[src/rtl/tdm_demux8.sv]
// ---------------------------------------------------------------------------
// tdm_demux8
//   Receive end of an N:1 time-division link. The transmitter scans its slot
//   select 0..CHANNELS-1, one slot per enabled clock. This block aligns on
//   frame sync, collects each serial slot into a shadow register, and
//   publishes the complete frame on y with a one-cycle frame_valid strobe.
//   Loss or misplacement of frame sync is flagged with a one-cycle sync_err.
//
// Ports
//   clk          in   rising-edge clock
//   rst          in   asynchronous active-high reset
//   en           in   slot advance enable (0 = stall: no sample, no count)
//   fsync        in   frame sync, high together with slot 0 data
//   din          in   serial slot data, WIDTH bits
//   y            out  frame outputs, y[i*WIDTH +: WIDTH] = slot i
//   frame_valid  out  1-cycle pulse: y holds a newly completed frame
//   sync_err     out  1-cycle pulse: sync missing or misplaced
//   locked       out  high while aligned (RUN)
//   slot         out  slot index sampled at the next enabled edge
// ---------------------------------------------------------------------------
module tdm_demux8 #(
    parameter int CHANNELS = 8,
    parameter int SEL_W    = 3,
    parameter int WIDTH    = 1
) (
    input  logic                        clk,
    input  logic                        rst,
    input  logic                        en,
    input  logic                        fsync,
    input  logic [WIDTH-1:0]            din,
    output logic [CHANNELS*WIDTH-1:0]   y,
    output logic                        frame_valid,
    output logic                        sync_err,
    output logic                        locked,
    output logic [SEL_W-1:0]            slot
);

    typedef enum logic {
        HUNT = 1'b0,
        RUN  = 1'b1
    } state_t;

    localparam logic [SEL_W-1:0] LAST_SLOT = SEL_W'(CHANNELS - 1);

    state_t                           r_state;
    logic [SEL_W-1:0]                 r_slot;
    logic [(CHANNELS-1)*WIDTH-1:0]    r_shadow;
    logic [CHANNELS*WIDTH-1:0]        r_y;
    logic                             r_frame_valid;
    logic                             r_sync_err;
    logic                             r_locked;

    always_ff @(posedge clk or posedge rst) begin
        if (rst) begin
            r_state       <= HUNT;
            r_slot        <= '0;
            r_shadow      <= '0;
            r_y           <= '0;
            r_frame_valid <= 1'b0;
            r_sync_err    <= 1'b0;
            r_locked      <= 1'b0;
        end else begin
            // Strobes last exactly one cycle; stalled cycles drive them low.
            r_frame_valid <= 1'b0;
            r_sync_err    <= 1'b0;
            if (en) begin
                case (r_state)
                    HUNT: begin
                        if (fsync) begin
                            r_shadow[WIDTH-1:0] <= din;
                            r_slot              <= SEL_W'(1);
                            r_state             <= RUN;
                            r_locked            <= 1'b1;
                        end
                    end
                    RUN: begin
                        if (r_slot == '0) begin
                            if (fsync) begin
                                r_shadow[WIDTH-1:0] <= din;
                                r_slot              <= SEL_W'(1);
                            end else begin
                                // Sync expected here but absent: drop to HUNT.
                                r_sync_err <= 1'b1;
                                r_state    <= HUNT;
                                r_locked   <= 1'b0;
                            end
                        end else if (fsync) begin
                            // Misplaced sync: discard partial frame, realign
                            // treating this edge as slot 0.
                            r_sync_err          <= 1'b1;
                            r_shadow[WIDTH-1:0] <= din;
                            r_slot              <= SEL_W'(1);
                        end else if (r_slot == LAST_SLOT) begin
                            r_y           <= {din, r_shadow};
                            r_frame_valid <= 1'b1;
                            r_slot        <= '0;
                        end else begin
                            for (int unsigned i = 1; i < CHANNELS - 1; i++) begin
                                if (r_slot == SEL_W'(i))
                                    r_shadow[i*WIDTH +: WIDTH] <= din;
                            end
                            r_slot <= r_slot + SEL_W'(1);
                        end
                    end
                    default: begin
                        r_state  <= HUNT;
                        r_slot   <= '0;
                        r_locked <= 1'b0;
                    end
                endcase
            end
        end
    end

    assign y           = r_y;
    assign frame_valid = r_frame_valid;
    assign sync_err    = r_sync_err;
    assign locked      = r_locked;
    assign slot        = r_slot;

endmodule
[config.mk]
export PLATFORM = sky130hd
export DESIGN_NAME = tdm_demux8
export DESIGN_NICKNAME = d
export VERILOG_FILES = /design/src/rtl/tdm_demux8.sv
export SDC_FILE = /design/constraint.sdc
export NUM_CORES = 1
export LEC_CHECK = 0
export ABC_AREA = 1
export CAP_MARGIN = 5
export CORE_MARGIN = 2
export CORE_UTILIZATION = 50
export DETAILED_ROUTE_END_ITERATION = 6
export GPL_TIMING_DRIVEN = 1
export PLACE_DENSITY = 0.76
export SYNTH_ARGS = -nofsm -noshare
export SYNTH_HDL_FRONTEND = slang
export SYNTH_SLANG_ARGS = --single-unit
[constraint.sdc]
create_clock -name clk -period 3.8 [get_ports clk]
set_input_delay 1.14 -clock clk [delete_from_list [all_inputs] [get_ports clk]]
set_output_delay 1.14 -clock clk [all_outputs]
set_load 0.01 [all_outputs]
* Word-level counts from Yosys, hierarchy flattened
Cells that the tools add are included.
** Operators by class
- Reductions and logical operators :: 10
- Add/sub/neg operators :: 1
- Muxes and demuxes :: 22
- Equality and inequality tests :: 10
- Bitwise operators :: 4
** Operators with widths (number)
- AND reduction 6 bit :: 6
- two-way mux 1 bit :: 15
- equality test 3 bit, second input constant :: 4
- two-way mux 3 bit :: 4
- equality test 3 x 2 -> 1 bit, second input constant :: 2
- case mux 3 bit (2 select lines) :: 1
- AND reduction 5 bit :: 1
- != test 2 bit, second input constant :: 2
- inverter 1 bit :: 4
- case mux 1 bit (2 select lines) :: 2
- AND reduction 4 bit :: 1
- adder 3 x 1 -> 3 bit, second input constant :: 1
- equality test 3 x 1 -> 1 bit, second input constant :: 1
- logical NOT 3 bit :: 1
- != test 2 x 1 -> 1 bit, second input constant :: 1
- AND reduction 2 bit :: 1
** Word-level totals
- Bits in registers :: 22

* Longest topological paths before layout
Gate-level depths: netlist of the first run.
- Depth in word-level cells :: 6
- Gate-level depth with buffers :: 8
- Depth with buffers taken out :: 8

* Worst setup path after synthesis of the first run
Ideal clock, no wire load.
- Kind :: input to register
- From :: input port fsync
- To :: register r_y[7] (netlist: y[7])
- Data required time :: 3.723 ns
- Path buffers :: 0
- Library setup time :: 0.077 ns
- Cell stages on the path :: 6
- Arrival :: 1.804 ns
- Path slack :: 1.919 ns
- Cells stage by stage :: inv_1 > ha_1 > nand2_1 > nor2_4 > nor2_1 > a21oi_1
** Between the ends
- Word-level cells in the longest chain between the ends :: 2
** RTL lines
- from (decl) :: RTL line 29 : input logic fsync,
- inverter 1 bit (no source line)
- AND reduction 5 bit (no source line)
- to (signal assigned) :: RTL line 94 : r_y <= {din, r_shadow};
- to (decl) :: RTL line 48 : logic [CHANNELS*WIDTH-1:0] r_y;
No other way between the ends.
A chain may end at the register's enable or synchronous reset.

* Worst setup path after layout of the first run
- From :: register r_slot[2] (netlist: slot[2])
- To :: output port slot[2]
** RTL lines
- from (decl) :: RTL line 46 : logic [SEL_W-1:0] r_slot;
- from (signal assigned) :: RTL line 102 : r_slot <= r_slot + SEL_W'(1);
- to (decl) :: RTL line 35 : output logic [SEL_W-1:0] slot
No word-level cell between the ends.

==> impl_metrics.env, run 1 <==
export IMPL_yosysSeqAreaShare=0.476
export IMPL_outcome="finished clean"
export IMPL_fmax_mhz=383
export IMPL_cts_resized_gates=0
export IMPL_netlist_instances=142
export IMPL_portBuffers=18
export IMPL_synth_top_cell_area_share=0.476
export IMPL_cts_hold_buf=0
export IMPL_antenna_found_initial=0
export IMPL_fin_skew_ns=0.00371
export IMPL_critical_path_slowest_cell="clkdlybuf4s50_1"
export IMPL_grt_max_degree=23
export IMPL_postSynthAreaPerCell_um2=8.15
export IMPL_clkLatencyLatePin_ns=0.30
export IMPL_via_per_inst=5.07
export IMPL_cts_setup_buffers=0
export IMPL_ys_ff_latch=22
export IMPL_core_um2=2190
export IMPL_r2r_cells=8
export IMPL_remaining_drc_errors=0
export IMPL_cp_arrival_ns=1.47
export IMPL_io_pins=19
export IMPL_startpoint_type="flip-flop"
export IMPL_grt_pass1_vias=873
export IMPL_setup_violations=0
export IMPL_track_usage=0.185
export IMPL_clk_pin_slew_worst_paths_ns=0.11
export IMPL_cp_cell_sequence="clkdlybuf4s50_1"
export IMPL_drv_slew=0
export IMPL_chipHeight_um=52.1
export IMPL_syn2layout_area_growth_pct=19.2
export IMPL_syn_cell_area_um2=1160
export IMPL_die_width_um=52.1
export IMPL_diodes=0
export IMPL_synthTopCellsByArea="dfrtp_1 (48%), nand2_1 (17%), ha_1 (9.7%)"
export IMPL_cts_inserted_buffers=3
export IMPL_path_depth=1
export IMPL_fin_crit_sh=0.686
export IMPL_fp_row_count=17
export IMPL_die_area_um2=2720
export IMPL_tns_ns=0
export IMPL_synthDistinctLibCells=18
export IMPL_root_buffer="clkbuf_4"
export IMPL_start_util=0.528
export IMPL_rsz0062_at_grt="false"
export IMPL_clkSinkCount=22
export IMPL_crit_fanout=10
export IMPL_via_count=958
export IMPL_firstDrtPassIters=4
export IMPL_synth_fp_nets=156
export IMPL_required_ns=2.66
export IMPL_wire_per_inst_um=11.6
export IMPL_cts_buffer_depth=2
export IMPL_yosysWarnings=0
export IMPL_worstMarginPinSlew_ns=0.815
export IMPL_fin_util=0.630
export IMPL_power_density_nw_per_um2=473
export IMPL_cp_end_kind="primary output"
export IMPL_relSlewSlack=0.456
export IMPL_final_antenna_net_count=0
export IMPL_drv_cap=0
export IMPL_gr_total_overflow=0
export IMPL_critPathKind="reg -> out"
export IMPL_peakVddDrop_mv=0.381
export IMPL_hold_viol_final=0
export IMPL_crit_family="buffers and inverters"
export IMPL_cts_tree="yes"
export IMPL_yosysTopAreaCell="dfrtp_1"
export IMPL_final_layout_size_suffix_gt1_frac=0.0559
export IMPL_wl_um=2190
export IMPL_p_leak_nw=0.732
export IMPL_fin_nets=177
export IMPL_htree_levels=1
export IMPL_whs_ns=0.488
export IMPL_place_congestion=0.829
export IMPL_hpwl_um=1650
export IMPL_cp_num_buf_inv=1
export IMPL_worstHoldPathCells=2
export IMPL_drt_iter0_markers=18
export IMPL_period_needed_ns=2.61
export IMPL_grt_pass1_wl_um=3660
export IMPL_slowest_delay_ns=0.60
export IMPL_hold_class="reg -> reg"
-- kinds of logic (layout without fill, tap and decap cells) --
logic type	after synthesis	after routing	synth area share
buf+inv	16	35	0.0584
fa+ha+maj	9	9	0.0973
flops	22	22	0.476
simple gates	83	83	0.315
compound gates	12	12	0.0540
-- where the power goes --
group | switching [mW] | internal (mW) | leakage, nW
registers | 0.0449 | 0.276 | 0.294
logic | 0.133 | 0.0931 | 0.424
clock network | 0.0689 | 0.0370 | 0.0138
-- final timing paths --
check,startpoint,end,slack [ns]
min in group asynchronous,rst,r_shadow[0]$_DFFE_PP0P_,1.28
hold reg to reg,r_shadow[1]$_DFFE_PP0P_,r_shadow[1]$_DFFE_PP0P_,0.49
setup reg to reg,slot[0]$_DFFE_PP0P_,y[7]$_DFFE_PP0P_,2.10
max in group asynchronous,rst,slot[2]$_DFFE_PP0P_,2.02
setup / recovery,slot[2]$_DFFE_PP0P_,slot[2],1.19
hold / removal,r_shadow[1]$_DFFE_PP0P_,r_shadow[1]$_DFFE_PP0P_,0.49
-- cell usage after synthesis, drive strengths merged --
cell	count
buf	2
nor2	12
nand3	10
inv	14
nand3b	2
or2	1
ha	9
nand2	55
a21oi	1
a21boi	1
nand4	3
o21ai	10
dfrtp	22
-- per-stage QoR --
step | power [mW] | instances | worst slack (ns) | area (um^2)
6_report | 0.653 | 189 | 1.19 | 1380
5_1_grt | 0.698 | 189 | 1.15 | 1380
4_1_cts | 0.657 | 189 | 1.19 | 1380
3_5_place_dp | 0.552 | 186 | 1.20 | 1360
3_3_place_gp | 0.543 | 186 | 1.25 | 1360
2_1_floorplan | 0.476 | 142 | 1.92 | 1160
-- cell type report --
class	count	area, um^2
inverter	14	52.6
timing repair buffer	18	180
sequential	22	551
fill	187	811
clock buffer	3	22.5
multi-input combinational	104	539
tap	28	35.0
-- registers in the layout (all words and copies together) (netlist names) --
| register | cells |
|---|---|
| sync_err | 1 |
| r_state | 1 |
| y | 8 |
| locked | 1 |
| frame_valid | 1 |
| r_shadow | 7 |
| slot | 3 |
-- cells in the final DEF (no fill, tap or decap), drive strengths merged --
| cell | count |
|---|---|
| o21ai | 10 |
| clkdlybuf4s50 | 18 |
| nand4 | 3 |
| or2 | 1 |
| dfrtp | 22 |
| nand3b | 2 |
| nand3 | 10 |
| a21boi | 1 |
| inv | 14 |
| ha | 9 |
| nand2 | 55 |
| clkbuf | 3 |
| nor2 | 12 |
| a21oi | 1 |
-- per-layer routing --
| metal | GRT usage | vias to the layer above | routed length, um |
|---|---|---|---|
| met5 | 0 | - | 0 |
| met4 | 0.0658 | 0 | 25 |
| met3 | 0.0374 | 4 | 95 |
| met2 | 0.321 | 20 | 1070 |
| met1 | 0.226 | 445 | 994 |
| li1 | - | 489 | - |
Note: power is estimated with default switching activity, not from simulation.
==> run 2, diff against run 1 <==
- clock period: 3.8 -> 2.7 ns (I/O delays scaled with it)
==> run 2 against run 1 <==
Against the previous run:
- final cell count is 0.53% higher
- combinational power increased by 46%
- first-iteration DRC count increased by 67%
- routed wire length rose by 8.0%
- clock-buffer cell count stayed put
- global-route usage grew 1.3 points
- total power grew 42%
- via count is 1.6% higher
- utilization rose by 0.34 points
- critical path type unchanged
- largest cell class unchanged
- highest routed layer unchanged
==> impl_metrics.env, run 2 (synthesis gave the netlist of run 1 again) <==
export IMPL_outcome="finished clean"
export IMPL_place_inst=187
export IMPL_grt_max_degree=23
export IMPL_setup_violations=0
export IMPL_final_cell_mix="nand2_1 (53), dfrtp_1 (22), clkdlybuf4s50_1 (18)"
export IMPL_cts_tree="yes"
export IMPL_hold_class="reg -> reg"
export IMPL_antenna_found_initial=0
export IMPL_power_density_nw_per_um2=669
export IMPL_clk_pin_slew_worst_paths_ns=0.12
export IMPL_fin_skew_ns=0.00166
export IMPL_die_area_um2=2720
export IMPL_htree_levels=1
export IMPL_fillers=197
export IMPL_path_depth=1
export IMPL_track_usage=0.198
export IMPL_seqPwrFrac=0.487
export IMPL_slowest_delay_ns=0.61
export IMPL_cts_buffer_depth=2
export IMPL_drt_iter0_markers=30
export IMPL_clkSinkCount=22
export IMPL_p_int_mw=0.575
export IMPL_final_layout_size_suffix_gt1_frac=0.0617
export IMPL_gr_total_overflow=0
export IMPL_largest_reg_flops=8
export IMPL_hpwl_um=1780
export IMPL_switchingPower_mw=0.353
export IMPL_p_leak_nw=0.736
export IMPL_cp_endpoint="slot[2]"
export IMPL_fp_row_count=17
export IMPL_final_antenna_net_count=0
export IMPL_required_ns=1.89
export IMPL_core_um2=2190
export IMPL_cp_arrival_ns=1.46
export IMPL_relSlewSlack=0.781
export IMPL_r2r_start="slot[0]$_DFFE_PP0P_"
export IMPL_remaining_drc_errors=0
export IMPL_root_buffer="clkbuf_4"
export IMPL_firstDrtPassIters=4
export IMPL_via_per_inst=5.12
export IMPL_chipHeight_um=52.1
export IMPL_fmax_mhz=440
export IMPL_period_needed_ns=2.27
export IMPL_setup_slack_ns=0.427
export IMPL_switching_share=0.380
export IMPL_rsz0062_at_grt="false"
export IMPL_crit_start="slot[2]$_DFFE_PP0P_"
export IMPL_p_total_mw=0.928
export IMPL_portBuffers=18
export IMPL_crit_family="buffers and inverters"
export IMPL_cts_inserted_buffers=3
export IMPL_cp_num_buf_inv=1
export IMPL_pwr_share_clk=0.159
export IMPL_grt_pass1_vias=948
export IMPL_final_common_cell="nand2_1"
export IMPL_wire_per_inst_um=12.4
export IMPL_syn2layout_area_growth_pct=19.9
export IMPL_drv_slew=0
export IMPL_peakVddDrop_mv=0.497
export IMPL_fin_cells=190
export IMPL_r2r_slack_ns=0.97
export IMPL_tns_ns=0
export IMPL_grt_pass1_wl_um=4000
export IMPL_cts_resized_gates=0
export IMPL_rr_endpoint="y[7]$_DFFE_PP0P_"
export IMPL_cp_end_kind="primary output"
export IMPL_io_pins=19
export IMPL_hold_viol_final=0
export IMPL_clkLatencyLatePin_ns=0.30
export IMPL_critPathKind="reg -> out"
export IMPL_worstMarginPinSlew_ns=0.328
export IMPL_cts_hold_buf=0
export IMPL_startpoint_type="flip-flop"
export IMPL_r2r_cells=8
export IMPL_fin_nets=178
export IMPL_multi_input_area_um2=539
export IMPL_diodes=0
export IMPL_power_frac_comb=0.355
export IMPL_crit_fanout=10
export IMPL_preCtsSetupSlack_ns=0.425
export IMPL_drv_cap=0
export IMPL_seq_area_um2=551
export IMPL_place_congestion=0.831
export IMPL_cp_cell_sequence="clkdlybuf4s50_1"
export IMPL_wl_um=2360
export IMPL_cts_setup_buffers=0
export IMPL_start_util=0.528
export IMPL_via_count=973
export IMPL_die_width_um=52.1
export IMPL_critical_path_slowest_cell="clkdlybuf4s50_1"
export IMPL_fin_util=0.633
export IMPL_fin_crit_sh=0.842
## run 2: layer usage
layer / vias up / routed length [um] / GRT usage
met5: - / 0 / 0
met4: 0 / 16 / 0.0877
met3: 2 / 129 / 0.0374
met2: 28 / 1180 / 0.331
met1: 455 / 1030 / 0.245
li1: 488 / - / -
## run 2: stage by stage
step / instance area [um^2] / hold slack (ns)
6_report: 1390 / 0.487
5_1_grt: 1390 / 0.520
4_1_cts: 1390 / 0.490
3_5_place_dp: 1370 / 0.461
3_3_place_gp: 1370 / 0.454
2_1_floorplan: 1160 / 0.442
## run 2: how the worst min path moves through the flow
stage,startpoint,endpoint,slack [ns],cells after the start
floorplan,r_shadow[4]$_DFFE_PP0P_,r_shadow[4]$_DFFE_PP0P_,0.44,2
global placement,locked$_DFFE_PP0P_,locked$_DFFE_PP0P_,0.45,2
detailed placement,r_shadow[2]$_DFFE_PP0P_,r_shadow[2]$_DFFE_PP0P_,0.46,2
CTS,r_shadow[2]$_DFFE_PP0P_,r_shadow[2]$_DFFE_PP0P_,0.49,2
global route,r_shadow[2]$_DFFE_PP0P_,y[2]$_DFFE_PP0P_,0.52,2
finish,r_shadow[2]$_DFFE_PP0P_,r_shadow[2]$_DFFE_PP0P_,0.49,2
## run 2: tightest hold or removal path: stages, from the launching register on
cell and delay (ns):
dfrtp_1 0.37, nand2_1 0.05, nand2_1 0.04
## run 2: final cells by class
type | instances | share of cell area
Tap cell | 28 | 0.0252
Inverter | 14 | 0.0379
Clock buffer | 3 | 0.0162
Timing Repair Buffer | 19 | 0.135
Multi-Input combinational cell | 104 | 0.389
Sequential cell | 22 | 0.397
## run 2: power groups by stage
| stage | clock [mW] | sequential [mW] | combinational (mW) |
|---|---|---|---|
| 2_1_floorplan | 0 | 0.443 | 0.227 |
| 3_3_place_gp | 0 | 0.455 | 0.311 |
| 3_5_place_dp | 0 | 0.458 | 0.327 |
| 4_1_cts | 0.149 | 0.451 | 0.330 |
| 5_1_grt | 0.158 | 0.462 | 0.371 |
| 6_report | 0.147 | 0.452 | 0.330 |
==> run 3, diff against run 2 <==
- CORE_UTILIZATION: 50 -> 47
- PLACE_DENSITY: 0.76 -> 0.75
- clock period: 2.7 -> 1.9 ns (I/O delays scaled with it)
==> run 3 against run 2 <==
Against the previous run:
- die area increased by 5.9%
- critical path depth unchanged
- global-route usage decreased by 0.24 points
- total power increased by 53%
- clock skew increased by 0.0039 ns
- sequential share of layout area decreased by 1.6 points
- first-iteration DRC count decreased by 50%
- final cell count increased by 3.7%
- design area increased by 4.3%
- register-to-register slack got worse by 0.77 ns
- clock-buffer cell count increased by 1
- via count increased by 1.0%
- largest cell class unchanged
- highest routed layer unchanged
==> impl_metrics.env, run 3 (synthesis gave the netlist of run 1 again) <==
export IMPL_rsz0062_at_grt="false"
export IMPL_place_congestion=0.825
export IMPL_largest_reg_flops=8
export IMPL_core_um2=2280
export IMPL_final_cell_mix="nand2_1 (53), dfrtp_1 (21), clkdlybuf4s50_1 (18)"
export IMPL_cts_buffer_depth=2
export IMPL_cp_end_kind="primary output"
export IMPL_start_util=0.509
export IMPL_grt_max_degree=23
export IMPL_power_density_nw_per_um2=978
export IMPL_gr_total_overflow=0
export IMPL_htree_levels=1
export IMPL_p_leak_nw=0.772
export IMPL_final_antenna_net_count=0
export IMPL_clkSinkCount=22
export IMPL_whs_ns=0.501
export IMPL_drt_iter0_markers=15
export IMPL_place_inst=190
export IMPL_track_usage=0.195
export IMPL_peakVddDrop_mv=0.686
export IMPL_remaining_drc_errors=0
export IMPL_portBuffers=18
export IMPL_relSlewSlack=0.778
export IMPL_grt_pass1_vias=915
export IMPL_fin_skew_ns=0.00553
export IMPL_diodes=0
export IMPL_fmax_mhz=542
export IMPL_cp_cell_sequence="clkdlybuf4s50_1"
export IMPL_wire_per_inst_um=12.5
export IMPL_cts_inserted_buffers=3
export IMPL_fin_cells=197
export IMPL_cp_num_buf_inv=1
export IMPL_critPathKind="reg -> out"
export IMPL_startpoint_type="flip-flop"
export IMPL_die_width_um=53.6
export IMPL_drv_slew=0
export IMPL_syn2layout_area_growth_pct=25.1
export IMPL_tns_ns=0
export IMPL_io_pins=19
export IMPL_via_count=983
export IMPL_hold_viol_final=0
export IMPL_root_buffer="clkbuf_4"
export IMPL_final_layout_size_suffix_gt1_frac=0.107
export IMPL_slowest_delay_ns=0.55
export IMPL_fp_row_count=17
export IMPL_hold_class="reg -> reg"
export IMPL_fin_nets=184
export IMPL_crit_family="buffers and inverters"
export IMPL_crit_fanout=4
export IMPL_clk_pin_slew_worst_paths_ns=0.13
export IMPL_hpwl_um=1820
export IMPL_final_common_cell="nand2_1"
export IMPL_drv_cap=0
export IMPL_fin_crit_sh=0.971
export IMPL_critical_path_slowest_cell="clkdlybuf4s50_1"
export IMPL_via_per_inst=4.99
export IMPL_grt_pass1_wl_um=3920
export IMPL_fillers=206
export IMPL_antenna_found_initial=0
export IMPL_die_area_um2=2880
export IMPL_cp_arrival_ns=1.28
export IMPL_r2r_slack_ns=0.20
export IMPL_setup_violations=0
export IMPL_required_ns=1.33
export IMPL_worstMarginPinSlew_ns=0.333
export IMPL_wl_um=2470
export IMPL_clkLatencyLatePin_ns=0.31
export IMPL_firstDrtPassIters=4
export IMPL_period_needed_ns=1.85
export IMPL_cts_tree="yes"
export IMPL_outcome="finished clean"
export IMPL_chipHeight_um=53.6
## run 3: changes by cell type in the layout (fill, tap and decap cells not counted)
| cell | delta |
|---|---|
| clkbuf_8 | +1 |
| dfrtp_1 | -1 |
| dfrtp_2 | +1 |
| buf_4 | +6 |
## run 3: final timing paths
check,to,start,cells after the start
hold / removal,r_shadow[2]$_DFFE_PP0P_,r_shadow[2]$_DFFE_PP0P_,2
setup reg to reg,y[3]$_DFFE_PP0P_,slot[0]$_DFFE_PP0P_,9
setup / recovery,slot[0],slot[0]$_DFFE_PP0P_,1
hold reg to reg,r_shadow[2]$_DFFE_PP0P_,r_shadow[2]$_DFFE_PP0P_,2
min in group asynchronous,slot[2]$_DFFE_PP0P_,rst,3
max in group asynchronous,slot[0]$_DFFE_PP0P_,rst,3
## run 3: repair_timing
action	4_1_cts	5_1_grt
hold buffers	0	0
cloned	0	0
endpoints found under the setup margin	2	1
resized for setup	1	0
setup buffers	1	2
## run 3: worst min-delay path, stage by stage (launching register included)
cell and delay [ns]:
dfrtp_1 0.38, nand2_1 0.06, nand2_1 0.05
## run 3: layout make-up
cell class	count	area (um^2)	area share
repair buffers	25	233	0.161
well taps	28	35.0	0.0242
inverters	14	52.6	0.0363
flip-flops and latches	22	552	0.381
clock buffers	4	36.3	0.0251
multi-input cells	104	539	0.373
## run 3: per-layer routing
metal | track usage | wire length [um] | vias up
met5 | 0 | 0 | -
met4 | 0.103 | 45 | 0
met3 | 0.0500 | 68 | 6
met2 | 0.342 | 1230 | 23
met1 | 0.217 | 1130 | 451
li1 | - | - | 503
## run 3: stage by stage
step	setup WS [ns]	util	total power [mW]	area (um^2)
floorplan	0.381	-	0.953	1160
global placement	0.0696	0.610	1.09	1390
detailed placement	0.0227	0.610	1.12	1390
CTS	0.0163	0.629	1.39	1430
global route	0.00788	0.636	1.53	1450
finish	0.0548	0.636	1.42	1450
## run 3: report_power, final
part / total, mW / switching (mW) / internal (mW) / leakage, nW
Clock: 0.265 / 0.147 / 0.117 / 0.0210
Combinational: 0.515 / 0.293 / 0.222 / 0.458
Sequential: 0.637 / 0.0821 / 0.555 / 0.293
Total: 1.42 / 0.523 / 0.893 / 0.772
